===== src/rtl/idu_queue_pkg.sv =====
// Shared widths, opcodes and decoded-field encodings for the IDU queue and its decoder.
// INST_SET_RV32M is only produced by idu_dec when IDU_RV32M_EN is defined.
package idu_queue_pkg;

   localparam int unsigned DATA_BUS_WIDTH  = 32;
   localparam int unsigned REG_BUS_WIDTH   = 5;
   localparam int unsigned CSR_BUS_WIDTH   = 12;
   localparam int unsigned INST_SET_WIDTH  = 2;
   localparam int unsigned INST_TYPE_WIDTH = 3;
   localparam int unsigned INST_FUNC_WIDTH = 6;

   localparam logic [6:0] OPC_LUI      = 7'b0110111;
   localparam logic [6:0] OPC_AUIPC    = 7'b0010111;
   localparam logic [6:0] OPC_JAL      = 7'b1101111;
   localparam logic [6:0] OPC_JALR     = 7'b1100111;
   localparam logic [6:0] OPC_BRANCH   = 7'b1100011;
   localparam logic [6:0] OPC_LOAD     = 7'b0000011;
   localparam logic [6:0] OPC_STORE    = 7'b0100011;
   localparam logic [6:0] OPC_OP_IMM   = 7'b0010011;
   localparam logic [6:0] OPC_OP       = 7'b0110011;
   localparam logic [6:0] OPC_MISC_MEM = 7'b0001111;
   localparam logic [6:0] OPC_SYSTEM   = 7'b1110011;

   typedef enum logic [INST_SET_WIDTH-1:0] {
      INST_SET_NULL  = 2'd0,
      INST_SET_RV32I = 2'd1,
      INST_SET_RV32M = 2'd2,
      INST_SET_ZICSR = 2'd3
   } inst_set_e;

   typedef enum logic [INST_TYPE_WIDTH-1:0] {
      INST_TYPE_NULL = 3'd0,
      INST_TYPE_R    = 3'd1,
      INST_TYPE_I    = 3'd2,
      INST_TYPE_S    = 3'd3,
      INST_TYPE_B    = 3'd4,
      INST_TYPE_U    = 3'd5,
      INST_TYPE_J    = 3'd6,
      INST_TYPE_CSR  = 3'd7
   } inst_type_e;

   typedef enum logic [INST_FUNC_WIDTH-1:0] {
      INST_FUNC_NULL = 6'd0,
      INST_FUNC_LUI, INST_FUNC_AUIPC, INST_FUNC_JAL, INST_FUNC_JALR,
      INST_FUNC_BEQ, INST_FUNC_BNE, INST_FUNC_BLT, INST_FUNC_BGE, INST_FUNC_BLTU, INST_FUNC_BGEU,
      INST_FUNC_LB, INST_FUNC_LH, INST_FUNC_LW, INST_FUNC_LBU, INST_FUNC_LHU,
      INST_FUNC_SB, INST_FUNC_SH, INST_FUNC_SW,
      INST_FUNC_ADDI, INST_FUNC_SLTI, INST_FUNC_SLTIU, INST_FUNC_XORI, INST_FUNC_ORI,
      INST_FUNC_ANDI, INST_FUNC_SLLI, INST_FUNC_SRLI, INST_FUNC_SRAI,
      INST_FUNC_ADD, INST_FUNC_SUB, INST_FUNC_SLL, INST_FUNC_SLT, INST_FUNC_SLTU,
      INST_FUNC_XOR, INST_FUNC_SRL, INST_FUNC_SRA, INST_FUNC_OR, INST_FUNC_AND,
      INST_FUNC_FENCE,
      INST_FUNC_ECALL, INST_FUNC_EBREAK, INST_FUNC_MRET, INST_FUNC_WFI,
      INST_FUNC_CSRRW, INST_FUNC_CSRRS, INST_FUNC_CSRRC,
      INST_FUNC_CSRRWI, INST_FUNC_CSRRSI, INST_FUNC_CSRRCI,
      INST_FUNC_MUL, INST_FUNC_MULH, INST_FUNC_MULHSU, INST_FUNC_MULHU,
      INST_FUNC_DIV, INST_FUNC_DIVU, INST_FUNC_REM, INST_FUNC_REMU
   } inst_func_e;

   typedef struct packed {
      logic [INST_SET_WIDTH-1:0]  inst_set;
      logic [INST_TYPE_WIDTH-1:0] inst_type;
      logic [INST_FUNC_WIDTH-1:0] inst_func;
      logic [REG_BUS_WIDTH-1:0]   reg1_raddr;
      logic [REG_BUS_WIDTH-1:0]   reg2_raddr;
      logic [REG_BUS_WIDTH-1:0]   reg_waddr;
      logic                       reg_waddr_vld;
      logic [DATA_BUS_WIDTH-1:0]  imm;
      logic [CSR_BUS_WIDTH-1:0]   csr;
      logic                       illegal;
   } dec_t;

endpackage


===== src/rtl/idu_dec.sv =====
// Combinational RV32I/Zicsr instruction decoder; illegal encodings decode to all-zero fields.
// RV32M decoding is compiled in only when IDU_RV32M_EN is defined.
module idu_dec
   import idu_queue_pkg::*;
(
   input  logic [DATA_BUS_WIDTH-1:0] inst_i,
   output dec_t                      dec_o
);

   logic [6:0] opcode;
   logic [2:0] func3;
   logic [6:0] func7;
   logic [4:0] rd;
   logic [4:0] rs1;
   logic [4:0] rs2;
   logic [DATA_BUS_WIDTH-1:0] imm_i;
   logic [DATA_BUS_WIDTH-1:0] imm_s;
   logic [DATA_BUS_WIDTH-1:0] imm_b;
   logic [DATA_BUS_WIDTH-1:0] imm_u;
   logic [DATA_BUS_WIDTH-1:0] imm_j;
   dec_t d;
   logic ill;

   assign opcode = inst_i[6:0];
   assign rd     = inst_i[11:7];
   assign func3  = inst_i[14:12];
   assign rs1    = inst_i[19:15];
   assign rs2    = inst_i[24:20];
   assign func7  = inst_i[31:25];

   assign imm_i = {{20{inst_i[31]}}, inst_i[31:20]};
   assign imm_s = {{20{inst_i[31]}}, inst_i[31:25], inst_i[11:7]};
   assign imm_b = {{20{inst_i[31]}}, inst_i[7], inst_i[30:25], inst_i[11:8], 1'b0};
   assign imm_u = {inst_i[31:12], 12'b0};
   assign imm_j = {{12{inst_i[31]}}, inst_i[19:12], inst_i[20], inst_i[30:21], 1'b0};

   always_comb begin
      d          = '0;
      ill        = 1'b0;
      d.inst_set = INST_SET_RV32I;
      unique case (opcode)
         OPC_LUI, OPC_AUIPC: begin
            d.inst_type     = INST_TYPE_U;
            d.inst_func     = (opcode == OPC_LUI) ? INST_FUNC_LUI : INST_FUNC_AUIPC;
            d.reg_waddr     = rd;
            d.reg_waddr_vld = 1'b1;
            d.imm           = imm_u;
         end
         OPC_JAL: begin
            d.inst_type     = INST_TYPE_J;
            d.inst_func     = INST_FUNC_JAL;
            d.reg_waddr     = rd;
            d.reg_waddr_vld = 1'b1;
            d.imm           = imm_j;
         end
         OPC_JALR: begin
            d.inst_type     = INST_TYPE_I;
            d.inst_func     = INST_FUNC_JALR;
            d.reg1_raddr    = rs1;
            d.reg_waddr     = rd;
            d.reg_waddr_vld = 1'b1;
            d.imm           = imm_i;
            ill             = (func3 != 3'd0);
         end
         OPC_BRANCH: begin
            d.inst_type  = INST_TYPE_B;
            d.reg1_raddr = rs1;
            d.reg2_raddr = rs2;
            d.imm        = imm_b;
            case (func3)
               3'd0:    d.inst_func = INST_FUNC_BEQ;
               3'd1:    d.inst_func = INST_FUNC_BNE;
               3'd4:    d.inst_func = INST_FUNC_BLT;
               3'd5:    d.inst_func = INST_FUNC_BGE;
               3'd6:    d.inst_func = INST_FUNC_BLTU;
               3'd7:    d.inst_func = INST_FUNC_BGEU;
               default: ill = 1'b1;
            endcase
         end
         OPC_LOAD: begin
            d.inst_type     = INST_TYPE_I;
            d.reg1_raddr    = rs1;
            d.reg_waddr     = rd;
            d.reg_waddr_vld = 1'b1;
            d.imm           = imm_i;
            case (func3)
               3'd0:    d.inst_func = INST_FUNC_LB;
               3'd1:    d.inst_func = INST_FUNC_LH;
               3'd2:    d.inst_func = INST_FUNC_LW;
               3'd4:    d.inst_func = INST_FUNC_LBU;
               3'd5:    d.inst_func = INST_FUNC_LHU;
               default: ill = 1'b1;
            endcase
         end
         OPC_STORE: begin
            d.inst_type  = INST_TYPE_S;
            d.reg1_raddr = rs1;
            d.reg2_raddr = rs2;
            d.imm        = imm_s;
            case (func3)
               3'd0:    d.inst_func = INST_FUNC_SB;
               3'd1:    d.inst_func = INST_FUNC_SH;
               3'd2:    d.inst_func = INST_FUNC_SW;
               default: ill = 1'b1;
            endcase
         end
         OPC_OP_IMM: begin
            d.inst_type     = INST_TYPE_I;
            d.reg1_raddr    = rs1;
            d.reg_waddr     = rd;
            d.reg_waddr_vld = 1'b1;
            d.imm           = imm_i;
            case (func3)
               3'd0: d.inst_func = INST_FUNC_ADDI;
               3'd2: d.inst_func = INST_FUNC_SLTI;
               3'd3: d.inst_func = INST_FUNC_SLTIU;
               3'd4: d.inst_func = INST_FUNC_XORI;
               3'd6: d.inst_func = INST_FUNC_ORI;
               3'd7: d.inst_func = INST_FUNC_ANDI;
               3'd1: begin
                  d.inst_func = INST_FUNC_SLLI;
                  ill         = (func7 != 7'b0000000);
               end
               default: begin
                  if (func7 == 7'b0000000)      d.inst_func = INST_FUNC_SRLI;
                  else if (func7 == 7'b0100000) d.inst_func = INST_FUNC_SRAI;
                  else                          ill = 1'b1;
               end
            endcase
         end
         OPC_OP: begin
            d.inst_type     = INST_TYPE_R;
            d.reg1_raddr    = rs1;
            d.reg2_raddr    = rs2;
            d.reg_waddr     = rd;
            d.reg_waddr_vld = 1'b1;
            if (func7 == 7'b0000000) begin
               case (func3)
                  3'd0:    d.inst_func = INST_FUNC_ADD;
                  3'd1:    d.inst_func = INST_FUNC_SLL;
                  3'd2:    d.inst_func = INST_FUNC_SLT;
                  3'd3:    d.inst_func = INST_FUNC_SLTU;
                  3'd4:    d.inst_func = INST_FUNC_XOR;
                  3'd5:    d.inst_func = INST_FUNC_SRL;
                  3'd6:    d.inst_func = INST_FUNC_OR;
                  default: d.inst_func = INST_FUNC_AND;
               endcase
            end else if (func7 == 7'b0100000 && func3 == 3'd0) begin
               d.inst_func = INST_FUNC_SUB;
            end else if (func7 == 7'b0100000 && func3 == 3'd5) begin
               d.inst_func = INST_FUNC_SRA;
`ifdef IDU_RV32M_EN
            end else if (func7[0] && func7[6:1] == 6'd0) begin
               d.inst_set = INST_SET_RV32M;
               case (func3)
                  3'd0:    d.inst_func = INST_FUNC_MUL;
                  3'd1:    d.inst_func = INST_FUNC_MULH;
                  3'd2:    d.inst_func = INST_FUNC_MULHSU;
                  3'd3:    d.inst_func = INST_FUNC_MULHU;
                  3'd4:    d.inst_func = INST_FUNC_DIV;
                  3'd5:    d.inst_func = INST_FUNC_DIVU;
                  3'd6:    d.inst_func = INST_FUNC_REM;
                  default: d.inst_func = INST_FUNC_REMU;
               endcase
`endif
            end else begin
               ill = 1'b1;
            end
         end
         OPC_MISC_MEM: begin
            d.inst_type = INST_TYPE_I;
            d.inst_func = INST_FUNC_FENCE;
            ill         = (func3 != 3'd0);
         end
         OPC_SYSTEM: begin
            d.inst_type = INST_TYPE_I;
            case (func3)
               3'd0: begin
                  // Privileged specials are matched on the full word.
                  case (inst_i)
                     32'h0000_0073: d.inst_func = INST_FUNC_ECALL;
                     32'h0010_0073: d.inst_func = INST_FUNC_EBREAK;
                     32'h3020_0073: d.inst_func = INST_FUNC_MRET;
                     32'h1050_0073: d.inst_func = INST_FUNC_WFI;
                     default:       ill = 1'b1;
                  endcase
               end
               3'd4: ill = 1'b1;
               default: begin
                  d.inst_set      = INST_SET_ZICSR;
                  d.inst_type     = INST_TYPE_CSR;
                  d.csr           = inst_i[31:20];
                  d.reg_waddr     = rd;
                  d.reg_waddr_vld = 1'b1;
                  if (func3[2]) d.imm        = {27'b0, rs1};
                  else          d.reg1_raddr = rs1;
                  case (func3)
                     3'd1:    d.inst_func = INST_FUNC_CSRRW;
                     3'd2:    d.inst_func = INST_FUNC_CSRRS;
                     3'd3:    d.inst_func = INST_FUNC_CSRRC;
                     3'd5:    d.inst_func = INST_FUNC_CSRRWI;
                     3'd6:    d.inst_func = INST_FUNC_CSRRSI;
                     default: d.inst_func = INST_FUNC_CSRRCI;
                  endcase
               end
            endcase
         end
         default: ill = 1'b1;
      endcase
      if (inst_i[1:0] != 2'b11) ill = 1'b1;
      if (ill) begin
         d         = '0;
         d.illegal = 1'b1;
      end
   end

   assign dec_o = d;

endmodule


===== src/rtl/idu_queue.sv =====
// Instruction queue with a registered decode output stage; total capacity is DEPTH+1.
// The decoder variant is selected by IDU_RV32M_EN (see idu_dec).
module idu_queue
   import idu_queue_pkg::*;
#(
   parameter int unsigned DEPTH = 4
) (
   input  logic                         clk_i,
   input  logic                         rst_n_i,
   input  logic                         flush_i,
   input  logic                         in_vld_i,
   output logic                         in_rdy_o,
   input  logic [DATA_BUS_WIDTH-1:0]    inst_i,
   input  logic [DATA_BUS_WIDTH-1:0]    pc_i,
   output logic                         out_vld_o,
   input  logic                         out_rdy_i,
   output logic [DATA_BUS_WIDTH-1:0]    pc_o,
   output logic [INST_SET_WIDTH-1:0]    inst_set_o,
   output logic [INST_TYPE_WIDTH-1:0]   inst_type_o,
   output logic [INST_FUNC_WIDTH-1:0]   inst_func_o,
   output logic [REG_BUS_WIDTH-1:0]     reg1_raddr_o,
   output logic [REG_BUS_WIDTH-1:0]     reg2_raddr_o,
   output logic [REG_BUS_WIDTH-1:0]     reg_waddr_o,
   output logic                         reg_waddr_vld_o,
   output logic [DATA_BUS_WIDTH-1:0]    imm_o,
   output logic [CSR_BUS_WIDTH-1:0]     csr_o,
   output logic                         illegal_o,
   output logic [$clog2(DEPTH+1)-1:0]   occ_o
);

   localparam int unsigned PtrW = $clog2(DEPTH);
   localparam int unsigned OccW = $clog2(DEPTH + 1);

   logic [DATA_BUS_WIDTH-1:0] inst_mem [DEPTH];
   logic [DATA_BUS_WIDTH-1:0] pc_mem   [DEPTH];

   logic [PtrW-1:0] wptr_q, wptr_d;
   logic [PtrW-1:0] rptr_q, rptr_d;
   logic [OccW-1:0] occ_q, occ_d;
   logic            in_rdy_q;
   logic            out_vld_q, out_vld_d;
   logic [DATA_BUS_WIDTH-1:0] pc_q;
   dec_t            dec_q;

   logic push, q_empty, load_out, q_rd, bypass, q_wr, out_load;
   logic [DATA_BUS_WIDTH-1:0] sel_inst;
   logic [DATA_BUS_WIDTH-1:0] sel_pc;
   dec_t dec;

   assign push     = in_vld_i & in_rdy_q;
   assign q_empty  = (occ_q == '0);
   assign load_out = ~out_vld_q | out_rdy_i;
   assign q_rd     = load_out & ~q_empty;
   // With an empty queue the incoming instruction goes straight to the output stage.
   assign bypass   = load_out & q_empty & push;
   assign q_wr     = push & ~bypass;
   assign out_load = q_rd | bypass;

   assign sel_inst = q_empty ? inst_i : inst_mem[rptr_q];
   assign sel_pc   = q_empty ? pc_i   : pc_mem[rptr_q];

   idu_dec u_dec (
      .inst_i (sel_inst),
      .dec_o  (dec)
   );

   always_comb begin
      wptr_d    = wptr_q;
      rptr_d    = rptr_q;
      occ_d     = occ_q;
      out_vld_d = out_vld_q;
      if (flush_i) begin
         wptr_d    = '0;
         rptr_d    = '0;
         occ_d     = '0;
         out_vld_d = 1'b0;
      end else begin
         if (q_wr) wptr_d = wptr_q + PtrW'(1);
         if (q_rd) rptr_d = rptr_q + PtrW'(1);
         case ({q_wr, q_rd})
            2'b10:   occ_d = occ_q + OccW'(1);
            2'b01:   occ_d = occ_q - OccW'(1);
            default: occ_d = occ_q;
         endcase
         if (load_out) out_vld_d = out_load;
      end
   end

   always_ff @(posedge clk_i) begin
      if (!rst_n_i) begin
         wptr_q    <= '0;
         rptr_q    <= '0;
         occ_q     <= '0;
         in_rdy_q  <= 1'b1;
         out_vld_q <= 1'b0;
         pc_q      <= '0;
         dec_q     <= '0;
      end else begin
         wptr_q    <= wptr_d;
         rptr_q    <= rptr_d;
         occ_q     <= occ_d;
         in_rdy_q  <= (occ_d < OccW'(DEPTH));
         out_vld_q <= out_vld_d;
         if (out_load && !flush_i) begin
            pc_q  <= sel_pc;
            dec_q <= dec;
         end
      end
   end

   always_ff @(posedge clk_i) begin
      if (rst_n_i && q_wr && !flush_i) begin
         inst_mem[wptr_q] <= inst_i;
         pc_mem[wptr_q]   <= pc_i;
      end
   end

   assign in_rdy_o        = in_rdy_q;
   assign out_vld_o       = out_vld_q;
   assign occ_o           = occ_q;
   assign pc_o            = pc_q;
   assign inst_set_o      = dec_q.inst_set;
   assign inst_type_o     = dec_q.inst_type;
   assign inst_func_o     = dec_q.inst_func;
   assign reg1_raddr_o    = dec_q.reg1_raddr;
   assign reg2_raddr_o    = dec_q.reg2_raddr;
   assign reg_waddr_o     = dec_q.reg_waddr;
   assign reg_waddr_vld_o = dec_q.reg_waddr_vld;
   assign imm_o           = dec_q.imm;
   assign csr_o           = dec_q.csr;
   assign illegal_o       = dec_q.illegal;

endmodule

===== config.mk =====
export PLATFORM = sky130hd
export DESIGN_NAME = idu_queue
export DESIGN_NICKNAME = d
export VERILOG_FILES = /design/src/rtl/idu_queue_pkg.sv /design/src/rtl/idu_dec.sv /design/src/rtl/idu_queue.sv
export SDC_FILE = /design/constraint.sdc
export NUM_CORES = 1
export LEC_CHECK = 0
export BUFFER_PORTS_ARGS = -buffer_cell sky130_fd_sc_hd__buf_4
export CAP_MARGIN = 20
export CELL_PAD_IN_SITES_DETAIL_PLACEMENT = 0
export CELL_PAD_IN_SITES_GLOBAL_PLACEMENT = 2
export CORE_AREA = 2 2 183 230
export DETAILED_ROUTE_END_ITERATION = 8
export DIE_AREA = 0 0 185 232
export GPL_ROUTABILITY_DRIVEN = 0
export PLACE_DENSITY_LB_ADDON = 0.1
export SETUP_SLACK_MARGIN = 0.1
export SLEW_MARGIN = 5
export SYNTH_ARGS = -nofsm -noshare
export SYNTH_HDL_FRONTEND = slang
export SYNTH_SLANG_ARGS = --single-unit

===== constraint.sdc =====
create_clock -name clk_i -period 7.83 [get_ports clk_i]
set_input_delay 0.3915 -clock clk_i [delete_from_list [all_inputs] [get_ports clk_i]]
set_output_delay 0.3915 -clock clk_i [all_outputs]
set_load 0.005 [all_outputs]

== Word level (Yosys, flattened, before mapping) ==
Memories as Yosys holds them, arrays and structs flattened. A register that Yosys moved wholly into a read port is not among the register bits.
Cells that the tools add are included.

* Register bits: 113
* Bits in latches: 0
* RAM bits: 256
* Bits in read-only memories: 0
* Output and inout port bits: 109
* Logic and storage cells: 135
* Memories kept: 2

* Add/sub/neg operators: 4
* Multiply operators: 0
* Divide/modulo/power cells: 0
* $lt $le $gt $ge: 1
* Equal/unequal tests: 26
* Shift operators: 0
* Muxes and demuxes: 50
* Bitwise logic cells: 11
* Reduce and logical (&&, ||, !) cells: 25

{| class="wikitable"
|+ Memories
! memory !! words !! bits a word !! read ports !! clocked after Yosys merged registers in !! write ports !! line !! source
|-
| inst_mem || 4 || 32 || 1 || 1 || 1 || idu_queue.sv:34 || <nowiki>logic [DATA_BUS_WIDTH-1:0] inst_mem [DEPTH];</nowiki>
|-
| pc_mem || 4 || 32 || 1 || 1 || 1 || idu_queue.sv:35 || <nowiki>logic [DATA_BUS_WIDTH-1:0] pc_mem [DEPTH];</nowiki>
|}

{| class="wikitable"
|+ Operators by type and width
! kind !! count
|-
| case mux 32 bit (6 select lines) || 1
|-
| case mux 9 bit (10 select lines) || 1
|-
| case mux 6 bit (7 select lines) || 2
|-
| 2-to-1 mux 72 bit || 1
|-
| 2-to-1 mux 32 bit || 2
|-
| 2-to-1 mux 50 bit || 1
|-
| == test 32 x 21 -> 1 bit (second input constant) || 1
|-
| == test 32 x 29 -> 1 bit (second input constant) || 1
|-
| == test 32 x 30 -> 1 bit (second input constant) || 1
|-
| == test 32 x 7 -> 1 bit (second input constant) || 1
|-
| 2-to-1 mux 5 bit || 6
|-
| == test 7 x 6 -> 1 bit (second input constant) || 4
|-
| == test 7 bit (second input constant) || 4
|-
| case mux 5 bit (5 select lines) || 1
|-
| 2-to-1 mux 6 bit || 4
|-
| case mux 4 bit (6 select lines) || 1
|-
| case mux 6 bit (2 select lines) || 2
|-
| case mux 6 bit (4 select lines) || 1
|-
| case mux 4 bit (5 select lines) || 1
|-
| OR reduction 6 bit || 3
|-
| case mux 5 bit (3 select lines) || 1
|-
| == test 7 x 5 -> 1 bit (second input constant) || 2
|-
| == test 3 bit (second input constant) || 4
|-
| 2-to-1 mux 1 bit || 12
|-
| other kinds (32) || 59
|}

== Logic depth before layout (Yosys ltp) ==
Gate-level depths: netlist (run 1).

* Depth after elaboration: 10
* Mapped depth: 17

== Modules after synthesis ==
Synthesis (run 1) repeated with hierarchy kept, for this count alone.

* Cells, all modules: 1332
* Area, all modules: 16047.9 µm²

{| class="wikitable"
|+ By module, submodules not included
! module !! instances !! cells an instance !! area each (µm²) !! sequential area each (µm²)
|-
| idu_queue || 1 || 981 || 14117.3 || 9989.6
|-
| idu_dec || 1 || 351 || 1930.6 || 0.0
|}

== Least setup slack after synthesis (run 1) ==
Ideal clock, no wire load.

* Kind: reg2reg
* Start: register occ_q[0] (netlist: occ_o[0])
* End: memory inst_mem[0][0], enable pin
* Library setup time: 0.429 ns
* Arrival time: 4.097 ns
* Required time: 7.401 ns
* Path slack: 3.304 ns
* Cell stages (with the launch flop): 11
* Path buffers: 6
* Clock period less this slack: 4.526 ns
* Path through: dfxtp_1 > or3_1 > clkbuf_1 > buf_2 > buf_2 > buf_2 > buf_2 > buf_1 > nor2_1 > nor2_1 > and3_1

* Longest elaborated chain between the ends: 9

{| class="wikitable"
|+ Ends and longest elaborated chain
! what !! line !! source
|-
| start, declared || idu_queue.sv:39 || <nowiki>logic [OccW-1:0] occ_q, occ_d;</nowiki>
|-
| start signal, assigned || idu_queue.sv:93 || <nowiki>occ_q <= '0;</nowiki>
|-
| start signal, assigned || idu_queue.sv:101 || <nowiki>occ_q <= occ_d;</nowiki>
|-
| logical NOT 3 bit || idu_queue.sv:51 || <nowiki>assign q_empty = (occ_q == '0);</nowiki>
|-
| AND 1 bit (2 in series) || idu_queue.sv:55 || <nowiki>assign bypass = load_out & q_empty & push;</nowiki>
|-
| inverter 1 bit || idu_queue.sv:56 || <nowiki>assign q_wr = push & ~bypass;</nowiki>
|-
| AND 1 bit || idu_queue.sv:56 ||
|-
| logical AND 1 bit (2 in series) || idu_queue.sv:112 || <nowiki>if (rst_n_i && q_wr && !flush_i) begin</nowiki>
|-
| 2-to-1 mux 1 bit || idu_queue.sv:112 ||
|-
| 2-to-1 mux 1 bit (not written as such) || idu_queue.sv:113 || <nowiki>inst_mem[wptr_q] <= inst_i;</nowiki>
|-
| end, declared || idu_queue.sv:34 ||
|}

Every way passes these cells.

==> results of run 1 <==
[metrics by stage]
| stage | utilization [%] | worst slack [ps] | instance area, µm² | total power, mW | hold slack (ps) |
|---|---|---|---|---|---|
| after floorplan | - | 3300 | 16200 | 2.29 | 444 |
| after global placement | 44.2 | 3410 | 18000 | 2.42 | 441 |
| after detailed placement | 44.2 | 3410 | 18000 | 2.42 | 444 |
| after CTS | 47.6 | 3380 | 19400 | 4.35 | 14.6 |
| after global routing | 47.6 | 3090 | 19400 | 4.45 | 25.0 |
| final | 47.6 | 3410 | 19400 | 4.30 | 47.6 |
[how the worst min path moves through the flow]
stage          slack [ps]                            to                          from
2_1_floorplan         440  reg1_raddr_o[0]$_SDFFE_PN0P_  reg1_raddr_o[0]$_SDFFE_PN0P_
3_3_place_gp          440         imm_o[3]$_SDFFE_PN0P_         imm_o[3]$_SDFFE_PN0P_
3_5_place_dp          440         imm_o[4]$_SDFFE_PN0P_         imm_o[4]$_SDFFE_PN0P_
4_1_cts                10        pc_mem[2][8]$_DFFE_PP_                       pc_i[8]
5_1_grt                30        pc_mem[1][6]$_DFFE_PP_                       pc_i[6]
6_report               50        pc_mem[2][8]$_DFFE_PP_                       pc_i[8]
[where the power goes]
| group | switching, mW | total, mW | internal [mW] |
|---|---|---|---|
| clock | 0.780 | 1.92 | 1.14 |
| combinational | 0.166 | 0.257 | 0.0909 |
| sequential | 0.0123 | 2.12 | 2.11 |
| total | 0.958 | 4.30 | 3.34 |
[logic make-up (layout without fill, tap and decap cells)]
group / after synthesis / count (layout) / share of synthesized area, %
AOI/OAI and AO/OA: 245 / 245 / 11.3
xor gates and xnor gates: 8 / 8 / 0.433
adders and majority gates: 6 / 6 / 0.510
buffers and inverters: 95 / 282 / 2.72
DFF: 371 / 371 / 61.7
muxes: 103 / 103 / 11.7
other: 0 / 2 / 0
and+or+nand+nor: 411 / 411 / 11.6
[flip-flops by register name (all words and copies together), names as in the netlist, 6 cells and up, named ones only]
register     count
pc_o            32
inst_func_o      6
csr_o           12
inst_mem       128
imm_o           32
pc_mem         128
[worst max-delay path, cell delays in order, from the launching register on]
cell and delay, ps:
dfxtp_4 550, buf_4 780, mux4_2 530, o32a_1 420, or3_1 540, and2_1 350
nand2_1 100, nand2_1 540, o31ai_1 460
[placed cells by master, fill, tap and decap left out, drive strengths merged, types with 7 or more instances in the layout]
cell | synthesis | layout
nor2 | 88 | 88
o21ai | 11 | 11
o41ai | 12 | 12
a211oi | 13 | 13
a31oi | 12 | 12
buf | 29 | 195
a21oi | 55 | 55
dfxtp | 115 | 115
edfxtp | 256 | 256
clkinv | 0 | 7
nand3 | 21 | 21
nor2b | 7 | 7
a311oi | 35 | 35
mux2i | 31 | 31
nand2b | 13 | 13
a22oi | 11 | 11
nand2 | 199 | 199
inv | 15 | 16
o31ai | 34 | 34
clkbuf | 51 | 61
nand4 | 12 | 12
and3 | 7 | 7
o22ai | 7 | 7
or3 | 7 | 7
nor4 | 12 | 12
mux4 | 67 | 67
nor3 | 20 | 20
[layer usage]
metal	up-vias	routed length [µm]	track usage, %
met3	78	2480	3.86
met5	-	12	0
met2	312	22600	35.6
li1	5133	-	-
met1	5590	19900	29.1
met4	2	1220	7.19
[cell type report]
class / count / area, µm²
Inverter: 15 / 56.3
Sequential cell: 371 / 10000
Tap cell: 552 / 691
Multi-Input combinational cell: 773 / 5800
Fill cell: 3730 / 21300
Antenna cell: 2 / 5.00
Timing Repair Buffer: 195 / 1480
Clock inverter: 11 / 144
Clock buffer: 61 / 1210
==> out/results.ini, run 1 <==
[floorplanning]
initial_utilization_pct = 39.8
core_mm2 = 0.0407
die_x_um = 185
num_io_pins = 178
dieArea_mm2 = 0.0429
std_cell_rows = 83
dieHeight_um = 232

[logic_synthesis]
ys_warn_count = 0
synth_area_leaders = edfxtp_1, dfxtp_1, mux4_2
netlist.area_leader.share_pct = 47.5
synthesis.area_mm2 = 0.0162
yosysTopAreaCell = edfxtp_1
syn-num-nets = 1314
ys_types = 76
synthTopCellsByCount = edfxtp_1, nand2_1, dfxtp_1
yosys_most_used_dff = edfxtp_1
synth_seq_cells = 371
yosysSeqAreaShare_pct = 61.7
syn_inst = 1239
syn_area_per_cell_um2 = 13.1
yosysMostFrequentCell = edfxtp_1
synth_edf_count = 256
async_flop_share_pct = 0

[clock_tree]
clockBufferDepth = 3
clk_latency_ps = 550
cts_tree = built
clk_pin_slew_ps = 60
cts_buffers = 39
root_buffer = clkbuf_16
cts_setup_buffers = 0
clock-sinks = 371
ctsResizeCount = 0
hold_buffers = 0
h-tree-depth = 2

[critical_path]
cp_data_required_time_ps = 8280
endpoint_kind = flop
critical_path_arrival_ps = 4870
cp_max_fo = 71
crit_path_start_kind = flop
r2r_end = imm_o[1]$_SDFFE_PN0P_
worst-setup-path-type = reg -> reg
rrSetupSlack_ps = 3410
cp-endpoint = imm_o[1]$_SDFFE_PN0P_
reg2reg_depth = 8

[place]
place_hpwl_mm = 30.7
place_inst = 1905
numPortBuffers = 177

[sta]
slew_violations = 0
setup_tns_ps = 0
rsz0062_at_grt = false
setup_viol = 0
fin_crit_sh_pct = 56.4
relSlewSlack_pct = 24.0
hold_violations = 0
skew_ps = 14.8
fmaxAchievable_mhz = 226
tightest_slew_ps = 1140
period_needed_ps = 4420

[outcome]
status = completed

[routing]
dr.pass1.iters = 5
drt_iter0_markers = 765
viasPerCell = 5.61
routed-via-count = 11115
wl_per_cell_um = 23.3
routed_wl_mm = 46.2
drc = 0
ant_nets = 0

[grt]
antenna_found_initial = 2
grtUsageTotal_pct = 21.7
overflow = 0
grt_pass1_wl_mm = 69.9
grt_pass1_vias = 11134
grt_max_degree = 72

[finish]
nets = 1470
layout.cells.non_filler = 1980
areaGrowthSynthToFinish_pct = 19.7
layout-drive-gt1-share_pct = 25.1

[run]
maxCapViolCount = 0

[power_and_ir_drop]
power_leakage_nw = 6.52
p_per_area_mw_per_mm2 = 222
ir_worst_vdd_uv = 177

[hold_path]
hold_path_class = in -> reg
whs_path_depth = 1

No activity file was read; power rests on OpenSTA's default activity.
==> inputs of run 2 (changes only) <==
ABC_AREA = 1   (was not set)
CORE_AREA = 2 2 205 258   (was 2 2 183 230)
DIE_AREA = 0 0 207 260   (was 0 0 185 232)
clock period = 3.65 ns   (was 7.83 ns; I/O delays follow)
==> out/results.ini, run 2 <==
[outcome]
status = completed

[sta]
fmaxAchievable_mhz = 318
hold_violations = 0
whs_ps = 37.1
setup_viol = 0
tightest_slew_ps = 775
skew_ps = 19.3
slew_violations = 0
period_needed_ps = 3150
rsz0062_at_grt = false
fin_crit_sh_pct = 86.3
relSlewSlack_pct = 48.4

[logic_synthesis]
synth_top_family_by_area = simple AND/OR/NAND/NOR gates
yosys_most_used_dff = edfxtp_1
async_flop_share_pct = 0
yosys.area_share.adder_pct = 0.492
ys_types = 41
synth_xor_area_share_pct = 0
synthesis.area_mm2 = 0.0168
yosys.area_share.simple_pct = 22.8
syn_inst = 1826
ys_warn_count = 0
synthTopCellsByCount = nand2_1, edfxtp_1, nor2_1
syn_area_per_cell_um2 = 9.20
netlist.area_leader.share_pct = 45.8
syn-num-nets = 1901
yosys-mux-area-fraction_pct = 0
yosysTopAreaCell = edfxtp_1
yosysMostFrequentCell = nand2_1
synth_area_leaders = edfxtp_1, dfxtp_1, nand2_1
synth_compound_area_share_pct = 10.6
yosysSeqAreaShare_pct = 59.5
synth_seq_cells = 371
synth_edf_count = 256

[finish]
fill_cells = 5158
final_cell_mix = nand2_1, edfxtp_1, nor2_1
reg.largest.list = inst_mem x128, pc_mem x128
final_common_cell = nand2_1
num_antenna_cells = 0
layout-drive-gt1-share_pct = 18.6
nets = 2128
areaGrowthSynthToFinish_pct = 24.7
multi_input_area_mm2 = 0.00573
seq_area_mm2 = 0.00999

[grt]
antenna_found_initial = 0
grt_pass1_vias = 13602
grt_max_degree = 99
grtUsageTotal_pct = 20.1
grt_pass1_wl_mm = 82.8
overflow = 0

[routing]
viasPerCell = 4.85
dr.pass1.iters = 5
ant_nets = 0
routed-via-count = 13368
wl_per_cell_um = 19.7
drc = 0
routed_wl_mm = 54.3
drt_iter0_markers = 674

[critical_path]
path_delay_family = simple AND/OR/NAND/NOR gates
slowest_delay_ps = 420
cp_data_required_time_ps = 4140
crit_path_cell_trace = inv_6, buf_4, nand2_1, nand3_1, nand2_1, a21boi_1, nand2_1, nor2_1, nand2_1, nor2_1, nand2_1, nand2_1, nor2_1, nand3_2, buf_4, nand3_1, nor2_1, nor2_1, nor2_1
worst-setup-path-type = reg -> reg
path_buf_inv = 3
rrSetupSlack_ps = 500
slowest_stage = a21boi_1
cp_max_fo = 47
r2r_end = inst_func_o[5]$_SDFFE_PN0P_
crit_path_start_kind = flop
reg2reg_depth = 19
critical_path_arrival_ps = 3640
endpoint_kind = flop

[clock_tree]
cts_tree = built
root_buffer = clkbuf_16
clk_latency_ps = 570
clockBufferDepth = 3
cts_setup_buffers = 0
clock-sinks = 371
cts_buffers = 44
clk_pin_slew_ps = 60
h-tree-depth = 2

[floorplanning]
die_x_um = 207
core_mm2 = 0.0512
num_io_pins = 178
std_cell_rows = 93
initial_utilization_pct = 32.8
dieArea_mm2 = 0.0538
dieHeight_um = 260

[power_and_ir_drop]
power_leakage_nw = 8.14
finalPower_mw = 9.55
ir_worst_vdd_uv = 331
p_per_area_mw_per_mm2 = 456

[place]
numPortBuffers = 177
place_hpwl_mm = 36.2

[run]
maxCapViolCount = 0

[hold_path]
min_to = out_vld_o$_SDFFE_PP0N_
hold_path_class = in -> reg
hp-start = out_rdy_i
whs_path_depth = 4

[run 2: cell types whose count changed in the layout (fill, tap and decap cells not counted), sizes merged, moves of 31 or more]
cell,change
nand2,+258
o22ai,+31
a311oi,-35
o31ai,-34
nand3,+98
nor2,+159
mux4,-67
inv,+133
dlygate4sd3,+65
o21ai,+125
mux2i,-31
a21oi,+94
[run 2: routing by layer]
layer	vias up	global-route usage, %	wire length [µm]
met5	-	0	0
met4	0	4.98	1080
met3	53	3.26	2050
met2	234	38.5	28800
met1	6515	23.2	22400
li1	6566	-	-
[run 2: kinds of logic after synthesis]
| logic type | Yosys count |
|---|---|
| flops | 371 |
| simple gates | 876 |
| buf+inv | 244 |
| fa+ha+maj | 6 |
| compound gates | 329 |
[run 2: repair_timing]
item / CTS / global route
endpoints found under the setup margin: 0 / 0
hold endpoints to repair: 289 / 0
hold buffers: 65 / 0
resized for setup: 0 / 0
[run 2: through the flow]
step	area [µm²]	setup TNS [ps]	std cells	setup slack, ps	util, %
floorplan	16800	-206650	1826	-807	-
global placement	18900	0	2607	585	36.8
detailed placement	18900	0	2607	523	36.8
CTS	20900	0	2754	510	40.9
global route	20900	0	2754	204	40.9
finish	20900	0	2754	501	40.9
[run 2: how the worst max path moves through the flow]
stage	end	slack (ps)	cells past startpoint
after floorplan	inst_mem[0][0]$_DFFE_PP_	-810	9
after global placement	reg2_raddr_o[0]$_SDFFE_PN0P_	590	18
after detailed placement	inst_func_o[5]$_SDFFE_PN0P_	520	19
after CTS	inst_func_o[5]$_SDFFE_PN0P_	510	19
after global routing	inst_func_o[5]$_SDFFE_PN0P_	200	19
final	inst_func_o[5]$_SDFFE_PN0P_	500	19
[run 2: tightest hold or removal path: stages]
cell and delay, ps:
buf_4 80, nor2_1 70, nor2_1 150, a21oi_1 80
[run 2: layout make-up]
class / count / area share [%]
Timing Repair Buffer: 277 / 11.4
Clock inverter: 29 / 1.13
Sequential cell: 371 / 47.7
Tap cell: 665 / 3.97
Inverter: 148 / 2.69
Clock buffer: 53 / 5.72
Multi-Input combinational cell: 1211 / 27.4
[run 2: power by group]
part           leakage [nW]  internal, mW  switching [mW]
logic                  4.20         0.239           0.414
registers              3.24          4.53          0.0252
clock network         0.705          2.56            1.78
